## src/rtl/bp_be_pkg.sv

```systemverilog
// rtl/bp_be_pkg.sv - BE calculator shared types for the accelerator command path
package bp_be_pkg;

  // RISC-V custom opcode space, one opcode per accelerator channel
  localparam logic [6:0] RV64_CUSTOM0_OP = 7'b0001011;
  localparam logic [6:0] RV64_CUSTOM1_OP = 7'b0101011;
  localparam logic [6:0] RV64_CUSTOM2_OP = 7'b1011011;
  localparam logic [6:0] RV64_CUSTOM3_OP = 7'b1111011;

  typedef struct packed {
    logic [31:0] instr;
    logic [63:0] data;
  } bp_be_acc_cmd_s;

  typedef struct packed {
    logic       v;
    logic [1:0] ch;
  } bp_be_acc_sel_s;

  // Map an opcode to its accelerator channel; v=0 for non-custom opcodes
  function automatic bp_be_acc_sel_s acc_chan_decode(input logic [6:0] opcode);
    bp_be_acc_sel_s sel;
    sel = '0;
    unique case (opcode)
      RV64_CUSTOM0_OP: sel = '{v: 1'b1, ch: 2'd0};
      RV64_CUSTOM1_OP: sel = '{v: 1'b1, ch: 2'd1};
      RV64_CUSTOM2_OP: sel = '{v: 1'b1, ch: 2'd2};
      RV64_CUSTOM3_OP: sel = '{v: 1'b1, ch: 2'd3};
      default:         sel = '0;
    endcase
    return sel;
  endfunction

endpackage

```

## src/rtl/bp_be_acc_fifo.sv

```systemverilog
// rtl/bp_be_acc_fifo.sv - 1r1w FIFO with occupancy count, one per accelerator channel
module bp_be_acc_fifo #(
  parameter int els_p   = 4,
  parameter int width_p = 96
) (
  input  logic                         clk_i,
  input  logic                         reset_n_i,
  input  logic                         v_i,
  input  logic [width_p-1:0]           data_i,
  input  logic                         yumi_i,
  output logic                         v_o,
  output logic [width_p-1:0]           data_o,
  output logic                         full_o,
  output logic [$clog2(els_p+1)-1:0]   count_o
);

  localparam int ptr_w_lp = $clog2(els_p);
  localparam int cnt_w_lp = $clog2(els_p+1);

  logic [width_p-1:0]  mem_q [els_p];
  logic [ptr_w_lp-1:0] wptr_q, wptr_d, rptr_q, rptr_d;
  logic [cnt_w_lp-1:0] count_q, count_d;
  logic                push, pop;

  // A push into a full FIFO is only taken when the head leaves in the same cycle
  assign pop     = yumi_i & v_o;
  assign push    = v_i & (~full_o | pop);
  assign v_o     = (count_q != '0);
  assign full_o  = (count_q == cnt_w_lp'(els_p));
  assign data_o  = mem_q[rptr_q];
  assign count_o = count_q;

  // Pointer and occupancy next state; depth is a power of two so pointers wrap naturally
  always_comb begin
    wptr_d  = push ? wptr_q + ptr_w_lp'(1) : wptr_q;
    rptr_d  = pop  ? rptr_q + ptr_w_lp'(1) : rptr_q;
    count_d = count_q + cnt_w_lp'(push) - cnt_w_lp'(pop);
  end

  // Pointer and occupancy registers
  always_ff @(posedge clk_i or negedge reset_n_i) begin
    if (!reset_n_i) begin
      wptr_q  <= '0;
      rptr_q  <= '0;
      count_q <= '0;
    end else begin
      wptr_q  <= wptr_d;
      rptr_q  <= rptr_d;
      count_q <= count_d;
    end
  end

  // Storage is not reset; entries are only read once written
  always_ff @(posedge clk_i) begin
    if (push) mem_q[wptr_q] <= data_i;
  end

endmodule

```

## src/rtl/bp_be_acc_dispatch.sv

```systemverilog
// rtl/bp_be_acc_dispatch.sv - routes retired custom-opcode instructions to accelerator channels
module bp_be_acc_dispatch
  import bp_be_pkg::*;
#(
  parameter int num_acc_p         = 1,
  parameter int fifo_els_p        = 4,
  parameter int max_outstanding_p = 8
) (
  input  logic                    clk_i,
  input  logic                    reset_n_i,
  input  logic                    retire_v_i,
  input  logic                    retire_queue_v_i,
  input  logic                    retire_exception_v_i,
  input  logic [31:0]             retire_instr_i,
  input  logic [63:0]             retire_data_i,
  output logic [num_acc_p-1:0]    acc_v_o,
  input  logic [num_acc_p-1:0]    acc_ready_i,
  output logic [num_acc_p*32-1:0] acc_instr_o,
  output logic [num_acc_p*64-1:0] acc_data_o,
  input  logic [num_acc_p-1:0]    acc_resp_v_i,
  output logic [num_acc_p-1:0]    acc_busy_o,
  output logic                    idle_o,
  output logic                    overflow_o
);

  localparam int cnt_w_lp = $clog2(fifo_els_p+1);
  localparam int out_w_lp = $clog2(max_outstanding_p+1);

  bp_be_acc_sel_s sel;
  logic           capture;
  logic           in_v_q;
  logic [1:0]     in_ch_q;
  bp_be_acc_cmd_s in_cmd_q;
  logic           ovf_q, ovf_d;
  logic [num_acc_p-1:0] drop, chan_idle, acc_v;

  assign sel     = acc_chan_decode(retire_instr_i[6:0]);
  assign capture = retire_v_i & retire_queue_v_i & ~retire_exception_v_i
                 & sel.v & (int'(sel.ch) < num_acc_p);

  // One-entry input register between retire and the channel FIFOs
  always_ff @(posedge clk_i or negedge reset_n_i) begin
    if (!reset_n_i) begin
      in_v_q   <= 1'b0;
      in_ch_q  <= '0;
      in_cmd_q <= '0;
    end else begin
      in_v_q <= capture;
      if (capture) begin
        in_ch_q  <= sel.ch;
        in_cmd_q <= '{instr: retire_instr_i, data: retire_data_i};
      end
    end
  end

  for (genvar c = 0; c < num_acc_p; c++) begin : g_chan
    logic                push, pop, fifo_v, full, resp_dec;
    bp_be_acc_cmd_s      head;
    logic [cnt_w_lp-1:0] count;
    logic [out_w_lp-1:0] out_q, out_d;

    assign push = in_v_q & (in_ch_q == 2'(c));

    bp_be_acc_fifo #(
      .els_p  (fifo_els_p),
      .width_p($bits(bp_be_acc_cmd_s))
    ) fifo (
      .clk_i    (clk_i),
      .reset_n_i(reset_n_i),
      .v_i      (push),
      .data_i   (in_cmd_q),
      .yumi_i   (pop),
      .v_o      (fifo_v),
      .data_o   (head),
      .full_o   (full),
      .count_o  (count)
    );

    assign acc_v[c]               = fifo_v & (out_q < out_w_lp'(max_outstanding_p));
    assign pop                    = acc_v[c] & acc_ready_i[c];
    assign drop[c]                = push & full & ~pop;
    assign acc_instr_o[32*c +: 32] = head.instr;
    assign acc_data_o[64*c +: 64]  = head.data;
    assign acc_busy_o[c]          = (count >= cnt_w_lp'(fifo_els_p-2));
    assign resp_dec               = acc_resp_v_i[c] & (out_q != '0);
    assign chan_idle[c]           = ~fifo_v & (out_q == '0);

    // Outstanding count: issue adds one, a response removes one unless nothing is outstanding
    always_comb begin
      out_d = out_q;
      if (pop & ~resp_dec)      out_d = out_q + out_w_lp'(1);
      else if (~pop & resp_dec) out_d = out_q - out_w_lp'(1);
    end

    // Outstanding counter register
    always_ff @(posedge clk_i or negedge reset_n_i) begin
      if (!reset_n_i) out_q <= '0;
      else            out_q <= out_d;
    end
  end

  assign acc_v_o = acc_v;

  // Sticky overflow flag
  always_comb ovf_d = ovf_q | (|drop);

  // Overflow register, cleared only by reset
  always_ff @(posedge clk_i or negedge reset_n_i) begin
    if (!reset_n_i) ovf_q <= 1'b0;
    else            ovf_q <= ovf_d;
  end

  assign overflow_o = ovf_q;
  assign idle_o     = ~in_v_q & (&chan_idle);

endmodule

```

## config.mk

```make
export PLATFORM = sky130hd
export DESIGN_NAME = bp_be_acc_dispatch
export DESIGN_NICKNAME = d
export VERILOG_FILES = /design/src/rtl/bp_be_pkg.sv /design/src/rtl/bp_be_acc_fifo.sv /design/src/rtl/bp_be_acc_dispatch.sv
export SDC_FILE = /design/constraint.sdc
export NUM_CORES = 1
export LEC_CHECK = 0
export ABC_AREA = 1
export CORE_ASPECT_RATIO = 1.75
export CORE_MARGIN = 5
export CORE_UTILIZATION = 28
export CTS_CLUSTER_SIZE = 20
export DETAILED_ROUTE_END_ITERATION = 16
export MAX_ROUTING_LAYER = met4
export PLACE_DENSITY = 0.42
export SYNTH_ARGS = -nofsm -noshare
export SYNTH_HDL_FRONTEND = slang
export SYNTH_SLANG_ARGS = --single-unit
```

## constraint.sdc

```tcl
create_clock -name clk_i -period 6.69 [get_ports clk_i]
set_input_delay 1.0035 -clock clk_i [delete_from_list [all_inputs] [get_ports clk_i]]
set_output_delay 1.0035 -clock clk_i [all_outputs]
set_load 0.02 [all_outputs]
```

==> metrics.yaml, run 1 <==
power:
  p_leak_nw: 8.75
  total_power_mw: 9.24
  p_per_area_mw_per_mm2: 395
  peakVddDrop_v: 0.000273
final_layout:
  drive_gt1_frac: 0.0663
  final_cell_mix: "edfxtp_1, nand2_1, nor2_1"
  layout_commonest_cell: "edfxtp_1"
  stdcell_area_sq_mm: 0.0234
  n_antenna_cell: 0
  synthToLayoutAreaGrowth_pct: 24.2
  nNetsFinal: 1736
route:
  drt_first_pass_iters: 5
  route.detailed.drc: 0
  drt-initial-drc-count: 653
  drtAntennaViolNets: 0
  wire_per_inst_um: 21.2
  vias: 12000
  wl_mm: 54.0
  avgViaCountPerCell: 4.72
global_route:
  grt_first_pass_wirelength_mm: 80.3
  overflow: 0
  antenna_found_initial: 0
  track_usage: 0.149
  grt_pass1_vias: 12400
  grt_max_degree: 120
synth:
  mappedNetlistNets: 1568
  syn_area_sq_mm: 0.0188
  yosysUniqueCellTypes: 25
  synth_cells: 1453
  syn_avg_cell_area_sq_um: 13.0
  seq_area_frac_synth: 0.760
  ys_top_cells_by_area: "edfxtp_1, dfrtp_1, o21ai_0"
  yosysWarningCount: 0
  yosys.area.top_type: "edfxtp_1"
  synth_top_area_share: 0.613
  yosys_register_bits: 495
clock_tree:
  ctsHtreeMaxLevel: 2
  insertion_delay_ns: 0.56
  post_cts_buffers: 0
  postCtsHoldBufs: 0
  cts_sinks: 495
  cts_resized: 0
  tritoncts: "done"
  cts.path.max_buffers: 3
  cts_buffers: 47
  cts.clk_slew.worst_paths_ns: 0.06
  root_buffer: "clkbuf_16"
timing:
  setup_violations: 0
  period_needed_ns: 5.10
  rsz0062_at_grt: "false"
  timing.fmax_mhz: 196
  fin_crit_sh: 0.763
  drv_slew: 0
  holdWs_ns: 0.495
  fin_tns_setup_ns: 0
  fin_skew_ns: 0.0170
  hold_viol_final: 0
  relSlewSlack: 0.280
  worst_pin_slew_ns: 1.08
setup_path:
  rr_worst_depth: 3
  slowest_delay_ns: 1.14
  endpoint_kind: "output pin"
  worstPathCellList: "buf_4 -> o21ai_0 -> o22ai_1 -> clkdlybuf4s50_1"
  setup.worst_path.class: "reg -> out"
  setup.worst_path.start: "g_chan[0].fifo.rptr_q[0]"
  crit_fanout: 99
  critPathLaunchType: "register"
  ff2ff_setup_slack_ns: 4.03
  timing.rr.end: "g_chan[0].fifo.rptr_q[0]"
  reg2reg_from: "g_chan[0].fifo.rptr_q[0]"
  cp_data_required_time_ns: 5.69
  cp_slowest_cell: "dfrtp_4"
  crit_arrival_ns: 4.10
die:
  design.core.area_sq_mm: 0.0665
  io_pins: 203
  dieHeight_um: 353
  die-area_sq_mm: 0.0727
  start_util: 0.283
  die_w_um: 206
  rows: 125
worst_hold_path:
  hold_class: "reg -> reg"
  hold_depth: 2
  worstHoldStart: "in_ch_q[0]"
  hold_end: "in_ch_q[0]"
placement:
  placed_cell_area_sq_mm: 0.0218
  portBuffers: 202
  place.gp.congestion: 0.713
  dp_hpwl_mm: 29.1
run:
  cap_viol_max_count: 0
status:
  status: "completed"
## worst max-delay path by stage
stage	endpoint	slack, ns
after global routing	acc_data_o[61]	1.31
after global placement	acc_data_o[61]	2.07
after floorplan	g_chan[0].fifo.mem_q[0][0]	0.65
after CTS	acc_data_o[62]	1.47
final	acc_data_o[58]	1.59
after detailed placement	acc_data_o[62]	2.09
## registers in the layout, indices dropped and copies added (netlist names)
register             flops
g_chan.fifo.mem_q      384
in_cmd_q                96
g_chan.out_q             4
g_chan.fifo.count_o      3
g_chan.fifo.rptr_q       2
g_chan.fifo.wptr_q       2
in_ch_q                  2
in_v_q                   1
overflow_o               1
## area by class of cell
type	instances	area [sq um]
sequential	495	14300
timing repair buffer	219	2200
clock inverter	23	196
multi-input combinational	825	4040
inverter	33	131
fill	6492	43100
tap	889	1110
clock buffer	64	1380
## cell usage after synthesis, drive strengths merged
cell type  instances
o22ai             96
nor2             208
nand4             89
dfrtp            111
ha                10
a21oi              1
o21bai             1
edfxtp           384
xor2               1
o211ai             1
nor3               2
nand3              6
nand2            208
o21ai            194
clkbuf            72
fa                 2
xnor2              4
inv               33
o31ai              1
buf               28
or2                1
## critical path: cells and delay by family, from the launching register on
kind,cells,cell delay (ns)
AOI/OAI and AO/OA,2,0.64
buffers and inverters,2,1.61
DFF,1,1.14
## per-layer routing
metal  share of wire  routed length [um]  GRT usage
met5               0                   0          -
met1            0.43               23000      0.185
met3           0.045                2410     0.0231
met4           0.021                1110     0.0360
met2            0.51               27500      0.257
## report_power, final
part	switching, mW	total, mW	internal, mW
Clock	1.14	2.71	1.56
Combinational	1.84	3.01	1.17
Sequential	0.184	3.53	3.34
## kinds of logic after synthesis
kind of cell | share of synthesized area
simple gates | 0.116
xor+xnor | 0.00233
flops | 0.760
buf+inv | 0.0281
compound gates | 0.0850
fa+ha+maj | 0.00878
## per-stage QoR
step | instances | worst slack, ns | util
CTS | 2548 | 1.47 | 0.352
detailed placement | 2461 | 2.09 | 0.328
global placement | 2461 | 2.07 | 0.328
global route | 2548 | 1.31 | 0.352
floorplan | 1453 | 0.646 | -
finish | 2548 | 1.59 | 0.352
(Power assumes the default switching activity.)
==> inputs of run 2 (changes only) <==
- PLACE_DENSITY: 0.42 -> 0.44
- clock period: 6.69 -> 4.3 ns (I/O delays scaled with it)
==> run 2 against run 1 <==
- die area is the same
- sequential share of layout area shrank 0.75 points
- final area grew 1.2%
- non-clock buffer count grew 15
- via count shrank 0.68%
- clock skew grew 0.00080 ns
- total power grew 59%
- flip-flop and latch count is the same
- global-route usage shrank 0.072 points
- clock-buffer cell count is the same
- core utilization grew 0.43 points
- largest cell class unchanged
- largest power group unchanged
- highest routed layer unchanged
==> metrics.yaml, run 2 (synthesis results as in run 1) <==
timing:
  fin_skew_ns: 0.0178  # was 0.0170 ns
  relSlewSlack: 0.417  # was 0.280
  hold_viol_final: 0  # unchanged
  fin_crit_sh: 0.884
  fin_tns_setup_ns: 0  # unchanged
  timing.fmax_mhz: 263
  holdWs_ns: 0.0702  # was 0.495 ns
  drv_slew: 0  # unchanged
  period_needed_ns: 3.80
  rsz0062_at_grt: "false"  # unchanged
  worst_pin_slew_ns: 0.875  # was 1.08 ns
  setup_violations: 0  # unchanged
route:
  wire_per_inst_um: 20.8  # was 21.2 um
  drt-met1-wl_mm: 23.3  # was 23.0 mm
  drtAntennaViolNets: 0  # unchanged
  drt_first_pass_iters: 4  # was 5
  routed.top_layer: "met4"  # unchanged
  met2_length_mm: 26.6  # was 27.5 mm
  wl_met3_mm: 1.97  # was 2.41 mm
  drt-initial-drc-count: 560  # was 653
  vias: 12000  # about the same
  route.detailed.drc: 0  # unchanged
  wl_mm: 53.4  # was 54.0 mm
  avgViaCountPerCell: 4.66  # was 4.72
setup_path:
  critPathBufInv: 3  # was 2
  ff2ff_setup_slack_ns: 1.86  # was 4.03 ns
  critPathTopFamily: "buffers and inverters"  # unchanged
  crit_arrival_ns: 3.15  # was 4.10 ns
  timing.rr.end: "g_chan[0].fifo.mem_q[3][37]"  # was g_chan[0].fifo.rptr_q[0]
  reg2reg_from: "g_chan[0].out_q[3]"  # was g_chan[0].fifo.rptr_q[0]
  crit_fanout: 41  # was 99
  setup.worst_path.class: "reg -> out"  # unchanged
  cp_data_required_time_ns: 3.65  # was 5.69 ns
  worstPathCellList: "inv_4 -> buf_12 -> o21ai_0 -> o22ai_1 -> clkdlybuf4s50_1"  # was buf_4 -> o21ai_0 -> o22ai_1 -> clkdlybuf4s50_1
  cp_slowest_cell: "dfrtp_4"  # unchanged
  endpoint_kind: "output pin"  # unchanged
  slowest_delay_ns: 0.68  # was 1.14 ns
  critPathLaunchType: "register"  # unchanged
  rr_worst_depth: 4  # was 3
power:
  total_power_mw: 14.7  # was 9.24 mW
  peakVddDrop_v: 0.000616  # was 0.000273 V
  p_per_area_mw_per_mm2: 619  # was 395 mW/mm^2
  p_leak_nw: 8.86  # was 8.75 nW
placement:
  portBuffers: 202  # unchanged
  place.gp.congestion: 0.708  # was 0.713
  dp_hpwl_mm: 30.8  # was 29.1 mm
final_layout:
  utilization: 0.356  # was 0.352
  regMostFlops: "g_chan.fifo.mem_q"  # unchanged
  synthToLayoutAreaGrowth_pct: 25.8  # was 24.2%
  drive_gt1_frac: 0.0716  # was 0.0663
  layout_commonest_cell: "edfxtp_1"  # unchanged
  nNetsFinal: 1752  # was 1736
  reg_top3: "g_chan.fifo.mem_q: 384 flops, in_cmd_q: 96 flops, g_chan.out_q: 4 flops"  # unchanged
  largest_register_ffs: 384  # unchanged
  final_cell_mix: "edfxtp_1, nand2_1, nor2_1"  # unchanged
clock_tree:
  postCtsHoldBufs: 0  # unchanged
  cts_buffers: 48  # was 47
  cts.path.max_buffers: 3  # unchanged
  root_buffer: "clkbuf_16"  # unchanged
  insertion_delay_ns: 0.57  # was 0.56 ns
  cts.clk_slew.worst_paths_ns: 0.06  # about the same
  cts_sinks: 495  # unchanged
  post_cts_buffers: 0  # unchanged
  cts_resized: 0  # unchanged
  ctsHtreeMaxLevel: 2  # unchanged
  tritoncts: "done"  # unchanged
global_route:
  antenna_found_initial: 1  # was 0
  track_usage: 0.149  # about the same
  grt_first_pass_wirelength_mm: 79.6  # was 80.3 mm
  grt_max_degree: 194  # was 120
  grt_pass1_vias: 12400  # about the same
  overflow: 0  # unchanged
die:
  rows: 125  # unchanged
  die_w_um: 206  # unchanged
  die-area_sq_mm: 0.0727  # unchanged
  start_util: 0.283  # unchanged
  io_pins: 203  # unchanged
  design.core.area_sq_mm: 0.0665  # unchanged
  dieHeight_um: 353  # unchanged
worst_hold_path:
  hold_class: "in -> async"  # was reg -> reg
status:
  status: "completed"  # unchanged
run:
  cap_viol_max_count: 0  # unchanged
==> run 2: cell types whose count changed in the layout (fill, tap and decap cells not counted), sizes merged <==
cell	delta
inv	+2
clkinv	-4
clkinvlp	+1
diode	+1
buf	+15
bufinv	+4
==> run 2: through the flow <==
stage	std cells	instance area, sq um	setup WS, ns
2_1_floorplan	1453	18800	-1.39
3_3_place_gp	2476	22000	1.01
3_5_place_dp	2476	22000	0.999
4_1_cts	2566	23700	0.364
5_1_grt	2567	23700	0.311
6_report	2567	23700	0.501
==> run 2: report_power, final <==
| part | switching (mW) | total (mW) | leakage (nW) | internal [mW] |
|---|---|---|---|---|
| registers | 0.138 | 5.35 | 5.23 | 5.21 |
| clock network | 1.82 | 4.39 | 0.788 | 2.58 |
| logic | 3.03 | 4.91 | 2.84 | 1.89 |
| total | 4.98 | 14.7 | 8.86 | 9.67 |
==> run 2: metal layers <==
layer	GRT usage	up-vias
li1	-	5653
met1	0.186	5948
met2	0.250	279
met3	0.0210	70
met4	0.0481	0
met5	-	-
==> run 2: cell type report <==
cell class / instances / area [sq um]
fill: 6515 / 42800
inverter: 33 / 131
tap: 889 / 1110
antenna: 1 / 2.50
clock inverter: 26 / 328
clock buffer: 64 / 1310
sequential: 495 / 14300
multi-input combinational: 825 / 4040
timing repair buffer: 234 / 2430
==> run 2: how the worst max path moves through the flow <==
stage               depth (start not counted)                      from  slack, ns                          to
finish                                      5  g_chan[0].fifo.rptr_q[1]       0.50               acc_data_o[4]
global route                                5  g_chan[0].fifo.rptr_q[1]       0.31               acc_data_o[4]
CTS                                         5  g_chan[0].fifo.rptr_q[1]       0.36               acc_data_o[4]
detailed placement                          5  g_chan[0].fifo.rptr_q[1]        1.0               acc_data_o[4]
global placement                            5  g_chan[0].fifo.rptr_q[1]       1.01               acc_data_o[4]
floorplan                                   4               acc_ready_i      -1.39  g_chan[0].fifo.mem_q[0][0]
